## config.mk

```make
export PLATFORM = sky130hd
export DESIGN_NAME = reg_wb_arbiter
export DESIGN_NICKNAME = d
export VERILOG_FILES = /design/src/rtl/reg_wb_arbiter.sv
export SDC_FILE = /design/constraint.sdc
export NUM_CORES = 1
export LEC_CHECK = 0
export CAP_MARGIN = 20
export CORE_MARGIN = 5
export CORE_UTILIZATION = 55
export CTS_CLUSTER_DIAMETER = 150
export CTS_CLUSTER_SIZE = 40
export DETAILED_ROUTE_END_ITERATION = 8
export HOLD_SLACK_MARGIN = 0.12
export PLACE_DENSITY_LB_ADDON = 0.12
export SETUP_SLACK_MARGIN = 0.3
export SYNTH_ARGS = -nofsm -noshare
export SYNTH_HDL_FRONTEND = slang
export SYNTH_SLANG_ARGS = --single-unit
```

## constraint.sdc

```tcl
create_clock -name clk -period 3.4 [get_ports clk]
set_input_delay 0.68 -clock clk [delete_from_list [all_inputs] [get_ports clk]]
set_output_delay 0.68 -clock clk [all_outputs]
set_load 0.01 [all_outputs]
```

## src/rtl/reg_wb_arbiter.sv

```systemverilog
// reg_wb_arbiter
//
// Writeback arbiter for the register file's single write port. ALU results
// have fixed priority and never stall. Multi-cycle results (loads, divider)
// arrive on a valid/ready handshake and wait in a small circular FIFO until
// the port is free. A pending-destination scoreboard lets decode detect reads
// of registers whose writeback has not happened yet.
//
// Optional feature: define WB_BYPASS_EN to let an mc result go straight to the
// write port when the ALU is idle and the FIFO is empty (1-edge mc latency).
//
// Ports:
//   clk, rst_n                       clock, async active-low reset
//   alu_valid/alu_addr/alu_data      single-cycle ALU result
//   mc_valid/mc_ready/mc_addr/mc_data multi-cycle result handshake
//   issue_valid/issue_addr           mark a destination as pending
//   q1_addr/q2_addr -> q1_pend/q2_pend  combinational pending query
//   WEN/WA3/WD3                      registered register-file write port

module reg_wb_arbiter #(
    parameter int unsigned WORD_WIDTH    = 32,
    parameter int unsigned ADDRESS_WIDTH = 5,
    parameter int unsigned FIFO_DEPTH    = 4
) (
    input  logic                     clk,
    input  logic                     rst_n,
    input  logic                     alu_valid,
    input  logic [ADDRESS_WIDTH-1:0] alu_addr,
    input  logic [WORD_WIDTH-1:0]    alu_data,
    input  logic                     mc_valid,
    output logic                     mc_ready,
    input  logic [ADDRESS_WIDTH-1:0] mc_addr,
    input  logic [WORD_WIDTH-1:0]    mc_data,
    input  logic                     issue_valid,
    input  logic [ADDRESS_WIDTH-1:0] issue_addr,
    input  logic [ADDRESS_WIDTH-1:0] q1_addr,
    input  logic [ADDRESS_WIDTH-1:0] q2_addr,
    output logic                     q1_pend,
    output logic                     q2_pend,
    output logic                     WEN,
    output logic [ADDRESS_WIDTH-1:0] WA3,
    output logic [WORD_WIDTH-1:0]    WD3
);

    localparam int unsigned PtrW    = $clog2(FIFO_DEPTH);
    localparam int unsigned CntW    = PtrW + 1;
    localparam int unsigned NumRegs = 1 << ADDRESS_WIDTH;

    logic [ADDRESS_WIDTH-1:0] fifo_addr_q [FIFO_DEPTH];
    logic [WORD_WIDTH-1:0]    fifo_data_q [FIFO_DEPTH];

    logic [PtrW-1:0]          rd_ptr_q, rd_ptr_d;
    logic [PtrW-1:0]          wr_ptr_q, wr_ptr_d;
    logic [CntW-1:0]          count_q, count_d;
    logic [NumRegs-1:0]       pend_q, pend_d;
    logic                     wen_q, wen_d;
    logic [ADDRESS_WIDTH-1:0] wa3_q, wa3_d;
    logic [WORD_WIDTH-1:0]    wd3_q, wd3_d;

    logic mc_fire;
    logic mc_bypass;
    logic push;
    logic pop;
    logic fifo_empty;

    // Ready comes from the registered count only, so a same-cycle pop never
    // reopens a full FIFO.
    assign mc_ready   = (count_q < CntW'(FIFO_DEPTH));
    assign fifo_empty = (count_q == '0);
    assign mc_fire    = mc_valid & mc_ready;

`ifdef WB_BYPASS_EN
    assign mc_bypass = mc_fire & (mc_addr != '0) & ~alu_valid & fifo_empty;
`else
    assign mc_bypass = 1'b0;
`endif

    // Address-0 transfers complete the handshake but are dropped here.
    assign push = mc_fire & (mc_addr != '0) & ~mc_bypass;
    assign pop  = ~alu_valid & ~fifo_empty;

    always_comb begin
        wen_d = 1'b0;
        wa3_d = wa3_q;
        wd3_d = wd3_q;
        if (alu_valid) begin
            // ALU owns the port even for address 0; that case just writes nothing.
            if (alu_addr != '0) begin
                wen_d = 1'b1;
                wa3_d = alu_addr;
                wd3_d = alu_data;
            end
        end else if (pop) begin
            wen_d = 1'b1;
            wa3_d = fifo_addr_q[rd_ptr_q];
            wd3_d = fifo_data_q[rd_ptr_q];
        end else if (mc_bypass) begin
            wen_d = 1'b1;
            wa3_d = mc_addr;
            wd3_d = mc_data;
        end
    end

    always_comb begin
        rd_ptr_d = pop  ? rd_ptr_q + PtrW'(1) : rd_ptr_q;
        wr_ptr_d = push ? wr_ptr_q + PtrW'(1) : wr_ptr_q;
        count_d  = count_q + CntW'(push) - CntW'(pop);
    end

    // Clear on the edge that writes, then set, so a same-edge issue wins.
    always_comb begin
        pend_d = pend_q;
        if (wen_d) begin
            pend_d[wa3_d] = 1'b0;
        end
        if (issue_valid) begin
            pend_d[issue_addr] = 1'b1;
        end
        pend_d[0] = 1'b0;
    end

    always_ff @(posedge clk or negedge rst_n) begin
        if (!rst_n) begin
            rd_ptr_q <= '0;
            wr_ptr_q <= '0;
            count_q  <= '0;
            pend_q   <= '0;
            wen_q    <= 1'b0;
            wa3_q    <= '0;
            wd3_q    <= '0;
        end else begin
            rd_ptr_q <= rd_ptr_d;
            wr_ptr_q <= wr_ptr_d;
            count_q  <= count_d;
            pend_q   <= pend_d;
            wen_q    <= wen_d;
            wa3_q    <= wa3_d;
            wd3_q    <= wd3_d;
        end
    end

    // Storage needs no reset: count and pointers gate every read.
    always_ff @(posedge clk) begin
        if (push) begin
            fifo_addr_q[wr_ptr_q] <= mc_addr;
            fifo_data_q[wr_ptr_q] <= mc_data;
        end
    end

    assign q1_pend = pend_q[q1_addr];
    assign q2_pend = pend_q[q2_addr];
    assign WEN     = wen_q;
    assign WA3     = wa3_q;
    assign WD3     = wd3_q;

endmodule
```

## After elaboration in Yosys (flattened, before gate mapping)

Memories as Yosys holds them, arrays and structs flattened.
Index checks and enable logic that the tools add are counted.
W data, S select, Z words.

| storage, ports and cells | value |
|---|---|
| register bits | 76 |
| bits in writable memories | 148 |
| input port bits | 94 |
| output and inout bits | 41 |
| logic and storage cells | 57 |
| memories | 2 |

| operators by class | value |
|---|---|
| $add $sub $neg | 4 |
| $lt $le $gt $ge | 7 |
| equal/unequal tests | 1 |
| muxes and demuxes | 21 |
| bitwise operators | 8 |
| reduce and logical (&&, ||, !) cells | 7 |

Memory list:

| memory | words | bits a word | rd ports | clocked after memory_dff | wr ports | RTL line | text |
|---|---|---|---|---|---|---|---|
| fifo_data_q | 4 | 32 | 1 | 0 | 1 | 50 | `logic [WORD_WIDTH-1:0] fifo_data_q [FIFO_DEPTH];` |
| fifo_addr_q | 4 | 5 | 1 | 0 | 1 | 49 | `logic [ADDRESS_WIDTH-1:0] fifo_addr_q [FIFO_DEPTH];` |

Operators by type and width:

| kind | number |
|---|---|
| $mux W32 | 5 |
| $and A32 B32 Y32 | 1 |
| $not A32 Y32 | 1 |
| $or A32 B32 Y32 | 1 |
| $lt A5 B6 Y1 const B | 4 |
| $mux W5 | 3 |
| $bmux W1 S5 | 2 |
| $demux W1 S5 | 2 |
| $ge A5 B1 Y1 const B | 2 |
| $reduce_bool A5 Y1 | 2 |
| $mux W1 | 9 |
| $add A2 B1 Y2 const B | 2 |
| $add A3 B1 Y3 | 1 |
| $and A1 B1 Y1 | 3 |
| $logic_not A3 Y1 | 1 |
| $lt A3 B3 Y1 const B | 1 |
| $sub A3 B1 Y3 | 1 |
| $logic_and A1 B1 Y1 | 2 |
| $ne A2 B1 Y1 const B | 1 |
| $not A1 Y1 | 2 |
| $reduce_and A2 Y1 | 1 |
| $reduce_bool A2 Y1 | 1 |

## Depth between registers and ports, before layout

| logic depth | value |
|---|---|
| depth in word-level cells | 14 |
| depth in mapped cells | 10 |
| depth with buffers taken out | 9 |

## Worst setup path before layout

OpenSTA, ideal clock, no wires.

| timing path | value |
|---|---|
| path kind | input to output |
| from | input q1_addr[0] |
| to | output q1_pend |
| data arrival time | 2.385 ns |
| required time | 2.720 ns |
| slack | 0.335 ns |
| cell stages on the path | 4 |
| path buffers | 1 |
| cell sequence | clkbuf_1 > mux4_2 > mux4_2 > mux2_2 |

| on the way | value |
|---|---|
| word-level cells in the longest chain between the ends | 2 |

Ends and longest elaborated chain:

| element | RTL line | text |
|---|---|---|
| start: declaration | 36 | `input logic [ADDRESS_WIDTH-1:0] q1_addr,` |
| $bmux W1 S5 | 150 | `assign q1_pend = pend_q[q1_addr];` |
| $mux W1 (not written as such) | 150 |  |
| end: declaration | 38 | `output logic q1_pend,` |

No other way between the ends. The select of a mux whose other input is x is not followed.

## Worst setup path in the final report

| timing path | value |
|---|---|
| from | input q2_addr[0] |
| to | output q2_pend |

| on the way | value |
|---|---|
| word-level cells in the longest chain between the ends | 2 |

Ends and longest elaborated chain:

| element | RTL line | text |
|---|---|---|
| start: declaration | 37 | `input logic [ADDRESS_WIDTH-1:0] q2_addr,` |
| $bmux W1 S5 | 151 | `assign q2_pend = pend_q[q2_addr];` |
| $mux W1 (not written as such) | 151 |  |
| end: declaration | 39 | `output logic q2_pend,` |

No other way between the ends. The select of a mux whose other input is x is not followed.

==> impl_metrics.env <==
export IMPL_synth_area_per_cell_sq_um=14.7
export IMPL_wl_per_cell_microns=22.3
export IMPL_setup_violations=0
export IMPL_fin_crit_sh_pct=90.0
export IMPL_drv_cap=0
export IMPL_async_flop_share_pct=33.9
export IMPL_rsz0062_at_grt="yes"
export IMPL_die_w_microns=144
export IMPL_firstDrtPassIters=5
export IMPL_clock_skew_ns=0.0249
export IMPL_hold_ws_ns=0.543
export IMPL_startpoint_type="input pin"
export IMPL_leakagePower_nw=4.28
export IMPL_ys_ff_latch=224
export IMPL_dp_cells=1011
export IMPL_drv_slew=0
export IMPL_critPathRequiredTime_ns=2.72
export IMPL_max_slew_margin_pct=51.1
export IMPL_cp_arrival_ns=2.38
export IMPL_antenna_cells=0
export IMPL_dp_hpwl_microns=15700
export IMPL_rows=49
export IMPL_drtIter0Drc=419
export IMPL_start_util_pct=55.3
export IMPL_ys_flop_type="edfxtp_1"
export IMPL_yosysSeqAreaShare_pct=64.3
export IMPL_synth_nets=773
export IMPL_fp_dieH_microns=144
export IMPL_cts_tree="yes"
export IMPL_core_area_sq_um=17800
export IMPL_total_power_mw=8.47
export IMPL_synth_cells=672
export IMPL_finalWirelength_microns=22900
export IMPL_final_cells=1028
export IMPL_num_vias=6323
export IMPL_place_port_buffers=134
export IMPL_grt_pass1_vias=6683
export IMPL_clock_sinks=224
export IMPL_final_nets=898
export IMPL_max_freq_mhz=327
export IMPL_viasPerCell=6.15
export IMPL_tightest_slew_ns=0.733
export IMPL_groute_usage_overall_pct=22.5
export IMPL_yosysTopAreaCell="edfxtp_1"
export IMPL_crit_type="input pin to primary output"
export IMPL_endpoint_kind="primary output"
export IMPL_multi_input_area_sq_um=3230
export IMPL_antenna_found_initial=1
export IMPL_synthesis_area_sq_um=9870
export IMPL_areaGrowthSynthToFinish_pct=20.6
export IMPL_drc_errors=0
export IMPL_clock_latency_ns=0.47
export IMPL_cts_buffers=9
export IMPL_grt_max_degree=77
export IMPL_synth_edf_count=148
export IMPL_gr_total_overflow=0
export IMPL_ys_top_cells_by_count="148 x edfxtp_1, 135 x nand2_1, 76 x dfrtp_1, 55 x mux4_2, 33 x a31oi_1"
export IMPL_cts_root_buffer="clkbuf_16"
export IMPL_rrSetupSlack_ns=0.67
export IMPL_fill_cells=1243
export IMPL_grt_pass1_wl_microns=36300
export IMPL_synth_cell_types=50
export IMPL_worstPathMaxFanout=4
export IMPL_globalplace_congestion=1.04
export IMPL_ios=135
export IMPL_hold_path_class="input pin to async pin"
export IMPL_hold_viol_final=0
export IMPL_peakVddDrop_v=0.000473
export IMPL_final_util_pct=66.7
export IMPL_synth_top_area_share_pct=45.0
export IMPL_synthTopCellsByArea="edfxtp_1 45%, dfrtp_1 19%, mux4_2 13%"
export IMPL_die_area_sq_um=20700
export IMPL_p_per_area_nw_per_um2=712
export IMPL_path_clk_slew_ns=0.15
export IMPL_clockBufferDepth=3
export IMPL_drive_above_1_share_pct=16.1
export IMPL_yosysWarnings=0
export IMPL_status="completed"
export IMPL_setup_tns_ns=0
export IMPL_htree_levels=1
export IMPL_postRouteAntennaNets=0
export IMPL_period_needed_ns=3.06
export IMPL_seqCellArea_sq_um=6350
export IMPL_yosysMostFrequentCell="edfxtp_1"
==> cells in the final DEF, fill, tap and decap left out, types with 5 or more instances in the layout <==
cell and instances:
a31oi_1 33, and3_1 29, buf_12 7, buf_4 18, clkbuf_16 9, clkdlybuf4s50_1 126, dfrtp_1 74, edfxtp_1 148
ha_1 6, inv_1 9, mux4_2 55, nand2_1 135, nand3b_1 5, nor2_1 8, o21ai_0 21, o21ai_1 7
o41ai_1 24, o41ai_2 5
==> registers in the layout (all words and copies together), names as in the netlist <==
name / flops
WA3: 5
WD3: 32
WEN: 1
count_q: 3
fifo_addr_q: 20
fifo_data_q: 128
pend_q: 31
rd_ptr_q: 2
wr_ptr_q: 2
==> report_power, final <==
group          switching, mW  internal [mW]
Combinational           1.53           1.60
Clock                  0.779          0.579
Sequential             0.439           3.55
==> per-layer routing <==
layer  vias to the layer above  GRT usage, %  part of all wire (%)
met3                        42          3.29                   6.7
met4                         2          7.23                   2.5
met1                      3178          29.6                    38
met5                         -             0                 0.057
met2                       263          38.8                    53
li1                       2838             -                     -
==> path summary, 6_finish.rpt <==
path	startpoint	to	cells past startpoint
setup / recovery	q2_addr[0]	q2_pend	6
hold / removal	rst_n	pend_q[3]	2
setup reg to reg	rd_ptr_q[0]	pend_q[4]	6
hold reg to reg	pend_q[27]	pend_q[27]	2
max in group asynchronous	rst_n	rd_ptr_q[0]	3
min in group clk	pend_q[27]	pend_q[27]	2
==> area by class of cell <==
| class | instances | area share (%) |
|---|---|---|
| multi-input combinational | 388 | 27.2 |
| clock buffer | 11 | 1.96 |
| timing repair buffer | 162 | 14.3 |
| tap | 229 | 2.41 |
| inverter | 12 | 0.421 |
| clock inverter | 2 | 0.389 |
| sequential | 224 | 53.4 |
==> critical path: stages <==
cell and delay (ns):
buf_4 0.10, bufbuf_16 0.25, mux4_2 0.49, mux4_2 0.46, mux2_2 0.26, buf_2 0.14
==> timing repair <==
action | CTS | global route
hold endpoints to repair | 0 | 7
setup buffers | 0 | 0
hold buffers | 0 | 1
gates cloned | 2 | 0
resized for setup | 20 | 3
setup endpoints to repair | 2 | 2
==> per-stage QoR <==
stage / setup slack, ns / cell area [sq um]
after floorplan: 0.335 / 9870
after global placement: -0.317 / 11500
after detailed placement: -0.359 / 11500
after CTS: 0.310 / 11900
after global routing: 0.274 / 11900
final: 0.339 / 11900
==> logic make-up after synthesis <==
| group | Yosys count | synth area share [%] |
|---|---|---|
| buffers and inverters | 60 | 2.99 |
| xor gates and xnor gates | 5 | 0.444 |
| AOI/OAI and AO/OA | 117 | 8.94 |
| muxes | 59 | 13.0 |
| DFF | 224 | 64.3 |
| and+or+nand+nor | 200 | 9.32 |
| adders and majority gates | 7 | 0.964 |
Note: power is estimated with default switching activity, not from simulation.
